--- src/rtl/i2sm_tdm_tx.sv ---
// i2sm_tdm_tx: TDM / I2S serial audio transmitter (bit-clock master).
// One frame of NCH samples is accepted per NCH*SLOT_W bit periods and
// shifted out MSB-first on sdo. sclk, lrclk and sdo are all registered.
// Optional build macro: I2SM_TDM_TX_HOLD_EN -- on underrun, retransmit the
// last accepted frame instead of an all-zero frame.
module i2sm_tdm_tx #(
   parameter int unsigned DW       = 24,
   parameter int unsigned SLOT_W   = 32,
   parameter int unsigned NCH      = 2,
   parameter int unsigned SCLK_DIV = 2
) (
   input  logic              clk,
   input  logic              rst_n,
   input  logic              en,
   input  logic              fmt,
   input  logic              s_valid,
   output logic              s_ready,
   input  logic [NCH*DW-1:0] s_data,
   output logic              sclk,
   output logic              lrclk,
   output logic              sdo,
   output logic              underrun
);

   localparam int unsigned BITP    = 2 * SCLK_DIV;
   localparam int unsigned DIV_W   = $clog2(BITP);
   localparam int unsigned BIT_W   = $clog2(SLOT_W);
   localparam int unsigned SLOT_CW = $clog2(NCH);
   localparam int unsigned FW      = NCH * DW;
   localparam int unsigned IDX_W   = $clog2(FW);

   typedef enum logic [1:0] {
      ST_IDLE = 2'd0,
      ST_SYNC = 2'd1,
      ST_RUN  = 2'd2
   } state_t;

   state_t               r_state;
   logic [DIV_W-1:0]     r_div;
   logic [BIT_W-1:0]     r_bit;
   logic [SLOT_CW-1:0]   r_slot;
   logic [FW-1:0]        r_frame;
   logic                 r_fmt;
   logic                 r_dly;
   logic                 r_sclk;
   logic                 r_lrclk;
   logic                 r_sdo;
   logic                 r_ready;
   logic                 r_urun;

   logic                 w_start;
   logic [FW-1:0]        w_frame;
   logic                 w_fmt;
   logic [DIV_W-1:0]     w_div;
   logic [BIT_W-1:0]     w_bit;
   logic [SLOT_CW-1:0]   w_slot;
   logic                 w_last;
   logic [IDX_W-1:0]     w_sel;
   logic                 w_lj;

   // Next frame position, next frame contents and the left-justified bit there
   always_comb begin
      w_start = r_ready;
      w_frame = r_frame;
      w_fmt   = r_fmt;
      w_div   = r_div;
      w_bit   = r_bit;
      w_slot  = r_slot;
      if (w_start) begin
         w_fmt = fmt;
         if (s_valid) begin
            w_frame = s_data;
         end else begin
`ifdef I2SM_TDM_TX_HOLD_EN
            w_frame = r_frame;
`else
            w_frame = '0;
`endif
         end
         w_div  = '0;
         w_bit  = '0;
         w_slot = '0;
      end else if (r_div == DIV_W'(BITP - 1)) begin
         w_div = '0;
         if (r_bit == BIT_W'(SLOT_W - 1)) begin
            w_bit  = '0;
            w_slot = (r_slot == SLOT_CW'(NCH - 1)) ? '0 : r_slot + SLOT_CW'(1);
         end else begin
            w_bit = r_bit + BIT_W'(1);
         end
      end else begin
         w_div = r_div + DIV_W'(1);
      end
      w_last = (w_div == DIV_W'(BITP - 1)) && (w_bit == BIT_W'(SLOT_W - 1)) &&
               (w_slot == SLOT_CW'(NCH - 1));
      w_sel  = IDX_W'(32'(w_slot) * DW + DW - 1 - 32'(w_bit));
      w_lj   = (32'(w_bit) < DW) ? w_frame[w_sel] : 1'b0;
   end

   // Sequencer: idle -> one s_ready cycle -> frames back to back while en=1
   always_ff @(posedge clk or negedge rst_n) begin
      if (!rst_n) begin
         r_state <= ST_IDLE;
         r_div   <= '0;
         r_bit   <= '0;
         r_slot  <= '0;
         r_frame <= '0;
         r_fmt   <= 1'b0;
         r_dly   <= 1'b0;
         r_sclk  <= 1'b0;
         r_lrclk <= 1'b0;
         r_sdo   <= 1'b0;
         r_ready <= 1'b0;
         r_urun  <= 1'b0;
      end else if (!en) begin
         r_state <= ST_IDLE;
         r_div   <= '0;
         r_bit   <= '0;
         r_slot  <= '0;
         r_dly   <= 1'b0;
         r_sclk  <= 1'b0;
         r_lrclk <= 1'b0;
         r_sdo   <= 1'b0;
         r_ready <= 1'b0;
         r_urun  <= 1'b0;
      end else begin
         case (r_state)
            ST_IDLE: begin
               r_ready <= 1'b1;
               r_urun  <= 1'b0;
               r_state <= ST_SYNC;
            end
            default: begin
               r_state <= ST_RUN;
               r_div   <= w_div;
               r_bit   <= w_bit;
               r_slot  <= w_slot;
               r_frame <= w_frame;
               r_fmt   <= w_fmt;
               r_ready <= w_last;
               r_urun  <= w_start && !s_valid;
               r_sclk  <= (w_div >= DIV_W'(SCLK_DIV));
               r_lrclk <= (32'(w_slot) >= NCH / 2);
               // sdo only moves at the start of a bit period (sclk falling)
               if (w_div == '0) begin
                  r_sdo <= w_fmt ? w_lj : r_dly;
                  r_dly <= w_lj;
               end
            end
         endcase
      end
   end

   assign s_ready  = r_ready;
   assign underrun = r_urun;
   assign sclk     = r_sclk;
   assign lrclk    = r_lrclk;
   assign sdo      = r_sdo;

endmodule

--- config.mk ---
export PLATFORM = sky130hd
export DESIGN_NAME = i2sm_tdm_tx
export DESIGN_NICKNAME = d
export VERILOG_FILES = /design/src/rtl/i2sm_tdm_tx.sv
export SDC_FILE = /design/constraint.sdc
export NUM_CORES = 1
export LEC_CHECK = 0
export BUFFER_PORTS_ARGS = -buffer_cell sky130_fd_sc_hd__buf_4
export CAP_MARGIN = 30
export CORE_AREA = 2 2 90 92
export DETAILED_ROUTE_END_ITERATION = 12
export DIE_AREA = 0 0 92 94
export PLACE_DENSITY = 0.66
export RECOVER_POWER = 50
export SETUP_SLACK_MARGIN = 0.15
export SKIP_CTS_REPAIR_TIMING = 1
export SLEW_MARGIN = 20
export SYNTH_ARGS = -nofsm -noshare
export SYNTH_HDL_FRONTEND = slang
export SYNTH_SLANG_ARGS = --single-unit
--- constraint.sdc ---
create_clock -name clk -period 4.5 [get_ports clk]
set_clock_uncertainty 0.05 [all_clocks]
set_input_delay 0.225 -clock clk [delete_from_list [all_inputs] [get_ports clk]]
set_output_delay 0.225 -clock clk [all_outputs]
set_load 0.01 [all_outputs]
### Word level (Yosys, flattened, before mapping)

Index checks and enable logic that the tools add are counted.

| word-level totals | value |
|---|---|
| flip-flop bits (word level) | 65 |
| output and inout bits | 5 |

| operators by class | value |
|---|---|
| $add $sub $neg | 6 |
| multipliers | 1 |
| $lt $le $gt $ge | 4 |
| eq/ne operators | 6 |
| mux-type cells | 38 |
| bitwise gates (word level) | 1 |
| reductions and logical operators | 8 |

Operator list:

| cell | number |
|---|---|
| 48-bit 2-to-1 mux | 2 |
| 5-bit 2-to-1 mux | 5 |
| 1-bit 2-to-1 mux | 24 |
| 2-bit 2-to-1 mux | 6 |
| 5-bit == test (second input constant) | 2 |
| 6-bit by 7-bit < comparator with 1-bit output (second input constant) | 1 |
| 6-bit by 5-bit adder with 6-bit output (second input constant) | 1 |
| 1-bit binary-select mux with 6-bit select | 1 |
| 6-bit by 1-bit subtractor with 6-bit output (second input constant) | 1 |
| 6-bit subtractor | 1 |
| 5-bit by 1-bit adder with 5-bit output (second input constant) | 1 |
| 5-bit < comparator (second input constant) | 1 |
| 2-bit == test (second input constant) | 2 |
| 2-bit zero test | 2 |
| 2-bit AND reduction | 2 |
| 1-bit logical AND | 3 |
| 1-bit by 2-bit multiplier with 3-bit output (second input constant) | 1 |
| 2-bit by 1-bit adder with 2-bit output (second input constant) | 1 |
| 2-bit >= comparator (second input constant) | 1 |
| 2-bit by 1-bit != test with 1-bit output (second input constant) | 1 |
| 2-bit != test (second input constant) | 1 |
| 1-bit adder (second input constant) | 1 |
| 1-bit >= comparator (second input constant) | 1 |
| 1-bit zero test | 1 |
| 1-bit NOT | 1 |

### Logic depth before layout (Yosys ltp)

| depth | value |
|---|---|
| depth in word-level cells | 16 |
| depth in mapped cells | 16 |
| mapped depth without buffers | 16 |

### Worst setup path after synthesis

OpenSTA, ideal clock, no wires.

| path | value |
|---|---|
| path kind | reg-to-reg |
| from | register r_bit[0] |
| to | register r_sdo, in the netlist sdo |
| library setup time | 127 ps |
| arrival time | 3025 ps |
| data required time | 4323 ps |
| path slack | 1298 ps |
| stages on the path, launching flop included | 16 |
| path buffers | 0 |
| period minus slack after synthesis | 3202 ps |
| cell sequence | dfrtp_1 ha_1 and3_1 ha_1 nor4bb_1 a21oi_1 nor2_1 ha_1 inv_1 ha_1 nor2_1 nand2_1 a2111oi_0 a311oi_1 o2111ai_1 o21ai_1 |

| on the way | value |
|---|---|
| word-level cells in the longest chain between the ends | 15 |

RTL lines:

| element | RTL line | text |
|---|---|---|
| start, declared | 40 | `logic [BIT_W-1:0] r_bit;` |
| start signal, assigned | 136 | `r_bit <= w_bit;` |
| 5-bit == test | 85 | `if (r_bit == BIT_W'(SLOT_W - 1)) begin` |
| 1-bit 2-to-1 mux | 85 |  |
| 1-bit 2-to-1 mux | 83 | `end else if (r_div == DIV_W'(BITP - 1)) begin` |
| 1-bit 2-to-1 mux | 69 | `if (w_start) begin` |
| 1-bit by 2-bit multiplier with 3-bit output | 96 | `w_sel = IDX_W'(32'(w_slot) * DW + DW - 1 - 32'(w_bit));` |
| 6-bit by 5-bit adder with 6-bit output | 96 |  |
| 6-bit by 1-bit subtractor with 6-bit output | 96 |  |
| 6-bit subtractor | 96 |  |
| 1-bit binary-select mux with 6-bit select | 97 | `w_lj = (32'(w_bit) < DW) ? w_frame[w_sel] : 1'b0;` |
| 1-bit 2-to-1 mux (not written as such) | 97 |  |
| 1-bit 2-to-1 mux * | 97 |  |
| 1-bit 2-to-1 mux * | 146 | `r_sdo <= w_fmt ? w_lj : r_dly;` |
| 1-bit 2-to-1 mux * | 145 | `if (w_div == '0) begin` |
| 1-bit 2-to-1 mux * | 127 | `case (r_state)` |
| 1-bit 2-to-1 mux * | 115 | `end else if (!en) begin` |
| end signal, assigned | 146 |  |
| end, declared | 47 | `logic r_sdo;` |

Mark *: on every way between the ends. The rest lies on a longest branch, timed or not. The select of a mux whose other input is x is not followed.
A chain may end at the register's enable or synchronous reset.

### Worst setup path after layout

Same ends and word-level chain as after synthesis.

==> flow_summary.ini <==
[detailed_routing]
drt-total-wl_um = 7840
wl_per_cell_um = 14.7
via_per_inst = 5.38
dr.pass1.iters = 4
route.detailed.drc = 0
drtIter0Drc = 198
ant_nets = 0
route.vias.total = 2880

[floorplan]
core.rowCount = 32
io_pins = 58
dieWidth_um = 92
die-area_um2 = 8650
initial_core_util_pct = 44.4
core_um2 = 7610
die_y_um = 94

[timing]
fin_crit_sh_pct = 82.6
rsz0062_at_grt = false
hold_ws_ps = 77.4
fmax_mhz = 269
worst_pin_slew_ps = 3380
period_minus_slack_ps = 3720
fin_setup_tns_ps = 0
maxSlewHeadroom_pct = -125
hold_viol = 0
setup_viol = 0
slew_violations = 65

[layout]
seqCellArea_um2 = 1600
diodes = 0
stdcell_count = 535
multi_input_area_um2 = 1650
drive_gt1_share_pct = 19.6
nFillCells = 718
finalNetCount = 488
syn_to_final_growth_pct = 20.0

[global_route]
grt_pass1_wl_um = 13500
grt_antenna_before_repair = 0
grt_max_degree = 65
grt_usage_pct = 19.9
overflow = 0
grt_pass1_vias = 2793

[clocking]
clk-insertion-delay-late_ps = 350
ctsHtreeMaxLevel = 3
cts_tree = done
clkSlewWorstSetupHoldPaths_ps = 70
clockBufferDepth = 2
numCtsBuffers = 9
cts-root-buf = clkbuf_8
clock_sinks = 64

[synthesis]
synth_top_cell_by_area = dfrtp_1
synth-compound-area-share_pct = 17.9
synth_fp_nets = 440
yosysSeqAreaShare_pct = 47.4
synth-simple-area-share_pct = 20.7
syn_inst = 381
syn-cell-area_um2 = 3380
synth_area_per_cell_um2 = 8.87
ys_async_sr_fraction_pct = 100
synth-seq-cells = 64
ys_warn_count = 0
synth_fa_ha_area_share_pct = 2.22
synth_top_family_by_area = simple AND/OR/NAND/NOR gates
synth_mux_area_share_pct = 6.96
synth-edff-count = 0
synthFlopType = dfrtp_1
synth_xor_area_share_pct = 0.778
yosys.area.top_type_share_pct = 47.4
synth_top_cells_by_area = dfrtp_1 (47%), nand2_1 (12%), o21ai_0 (8.4%), mux2i_1 (3.9%), ha_1 (2.2%)
yosys.cell_types.count = 52

[status]
status = complete, but fails checks
violations = max-capacitance violations, max-slew violations

[place]
place_inst = 520
place.gp.congestion = 0.878
io_buffers = 57
dp_hpwl_um = 5380

[setup_path]
cp-start-kind = flop
crit_arrival_ps = 3880
crit_fanout = 8
cp-end-kind = flop
crit_type = flop to flop
cp.required_ps = 4670

[power]
cellPowerDensity_nw_per_um2 = 372
ir_drop_uv = 233
leakagePower_nw = 1.89

[run]
drv_cap = 1

[worst_hold_path]
min_path_type = input port to flop
[layer usage]
| layer | global-route usage, % | share of wire (%) | vias up |
|---|---|---|---|
| met5 | 0 | 0 | - |
| met4 | 8.21 | 1.4 | 0 |
| met3 | 3.61 | 4.9 | 9 |
| met2 | 31.5 | 46 | 69 |
| met1 | 27.2 | 48 | 1366 |
| li1 | - | - | 1436 |
[cell families after synthesis]
| family | after synthesis |
|---|---|
| compound gates | 98 |
| simple gates | 159 |
| mux | 21 |
| fa+ha+maj | 6 |
| buf+inv | 30 |
| flops | 64 |
| xor+xnor | 3 |
[Yosys cell counts, types with 3 or more instances]
cell,number
nand4_1,3
o21ai_0,57
buf_2,3
mux2_2,5
a22o_1,7
dfrtp_1,64
and3_1,3
o211ai_1,3
nor2b_1,3
nand3_1,11
ha_1,6
mux2i_1,13
nor3_1,6
clkbuf_1,18
nor4_1,3
nor2_1,11
inv_1,4
a21oi_1,6
nand2_1,110
a2111oi_0,3
[flip-flops by register name, summed over array words and instances, names as in the netlist]
| signal | flops |
|---|---|
| r_bit | 5 |
| r_div | 2 |
| r_dly | 1 |
| r_fmt | 1 |
| r_frame | 48 |
| r_slot | 1 |
| r_state | 2 |
| s_ready | 1 |
| sclk | 1 |
| sdo | 1 |
| underrun | 1 |
[cell usage in the layout, fill, tap and decap left out, types with 2 or more instances in the layout]
| cell type | instances |
|---|---|
| a21boi_0 | 2 |
| ha_1 | 6 |
| clkbuf_1 | 3 |
| nand2_1 | 109 |
| buf_4 | 58 |
| xnor2_1 | 2 |
| nor4_1 | 3 |
| nor4bb_1 | 2 |
| clkbuf_8 | 13 |
| nand4_1 | 3 |
| a221oi_1 | 2 |
| nor3_1 | 6 |
| a22o_1 | 7 |
| a32o_1 | 2 |
| a311oi_1 | 2 |
| inv_1 | 4 |
| and3_1 | 3 |
| nor2_1 | 11 |
| nor2b_1 | 3 |
| a2111oi_0 | 3 |
| a21oi_1 | 6 |
| nor3b_2 | 2 |
| mux2_2 | 5 |
| mux2i_1 | 13 |
| o211ai_1 | 3 |
| nand3_1 | 11 |
| o21ai_0 | 57 |
| mux2_1 | 2 |
| dfrtp_1 | 64 |
| nand2b_1 | 2 |
| a211oi_1 | 2 |
[stage by stage]
| stage | util [%] | setup WS (ps) | area, um2 | power, mW |
|---|---|---|---|---|
| 2_1_floorplan | - | 1300 | 3380 | 0.933 |
| 3_3_place_gp | 50.6 | 1000 | 3850 | 1.04 |
| 3_5_place_dp | 50.9 | 846 | 3870 | 1.05 |
| 4_1_cts | 53.4 | 832 | 4070 | 1.52 |
| 5_1_grt | 53.3 | 434 | 4050 | 1.60 |
| 6_report | 53.3 | 783 | 4050 | 1.51 |
[worst max-delay path, stage by stage, from the launching register on]
cell and delay [ps]:
dfrtp_1 470, ha_1 280, and3_1 200, ha_1 270
nor4bb_1 310, a21oi_1 70, nor2_1 210, ha_1 190
inv_1 40, ha_1 330, nor2_1 160, nand2_1 60
a2111oi_0 400, a311oi_1 90, o2111ai_1 350, o21ai_1 120
[worst paths after layout]
kind / startpoint / endpoint / slack [ps] / depth (start not counted)
max: r_bit[0] / sdo / 780 / 15
min: s_data[11] / r_frame[11] / 80 / 3
max reg2reg: r_bit[0] / sdo / 780 / 15
min reg2reg: r_frame[29] / r_frame[29] / 430 / 2
max in group asynchronous: rst_n / r_frame[30] / 1530 / 1
min in group asynchronous: rst_n / sclk / 960 / 1
[final cells by class]
cell class / instances / share of cell area (%)
Sequential cell: 64 / 39.5
Inverter: 5 / 0.463
Timing Repair Buffer: 62 / 11.5
Tap cell: 102 / 3.15
Multi-Input combinational cell: 287 / 40.6
Clock inverter: 2 / 0.309
Clock buffer: 13 / 4.41
[power by group]
part	switching [mW]	internal [mW]
Combinational	0.151	0.127
Sequential	0.0650	0.696
Clock	0.213	0.256
Power figures use the tool's default switching activity.
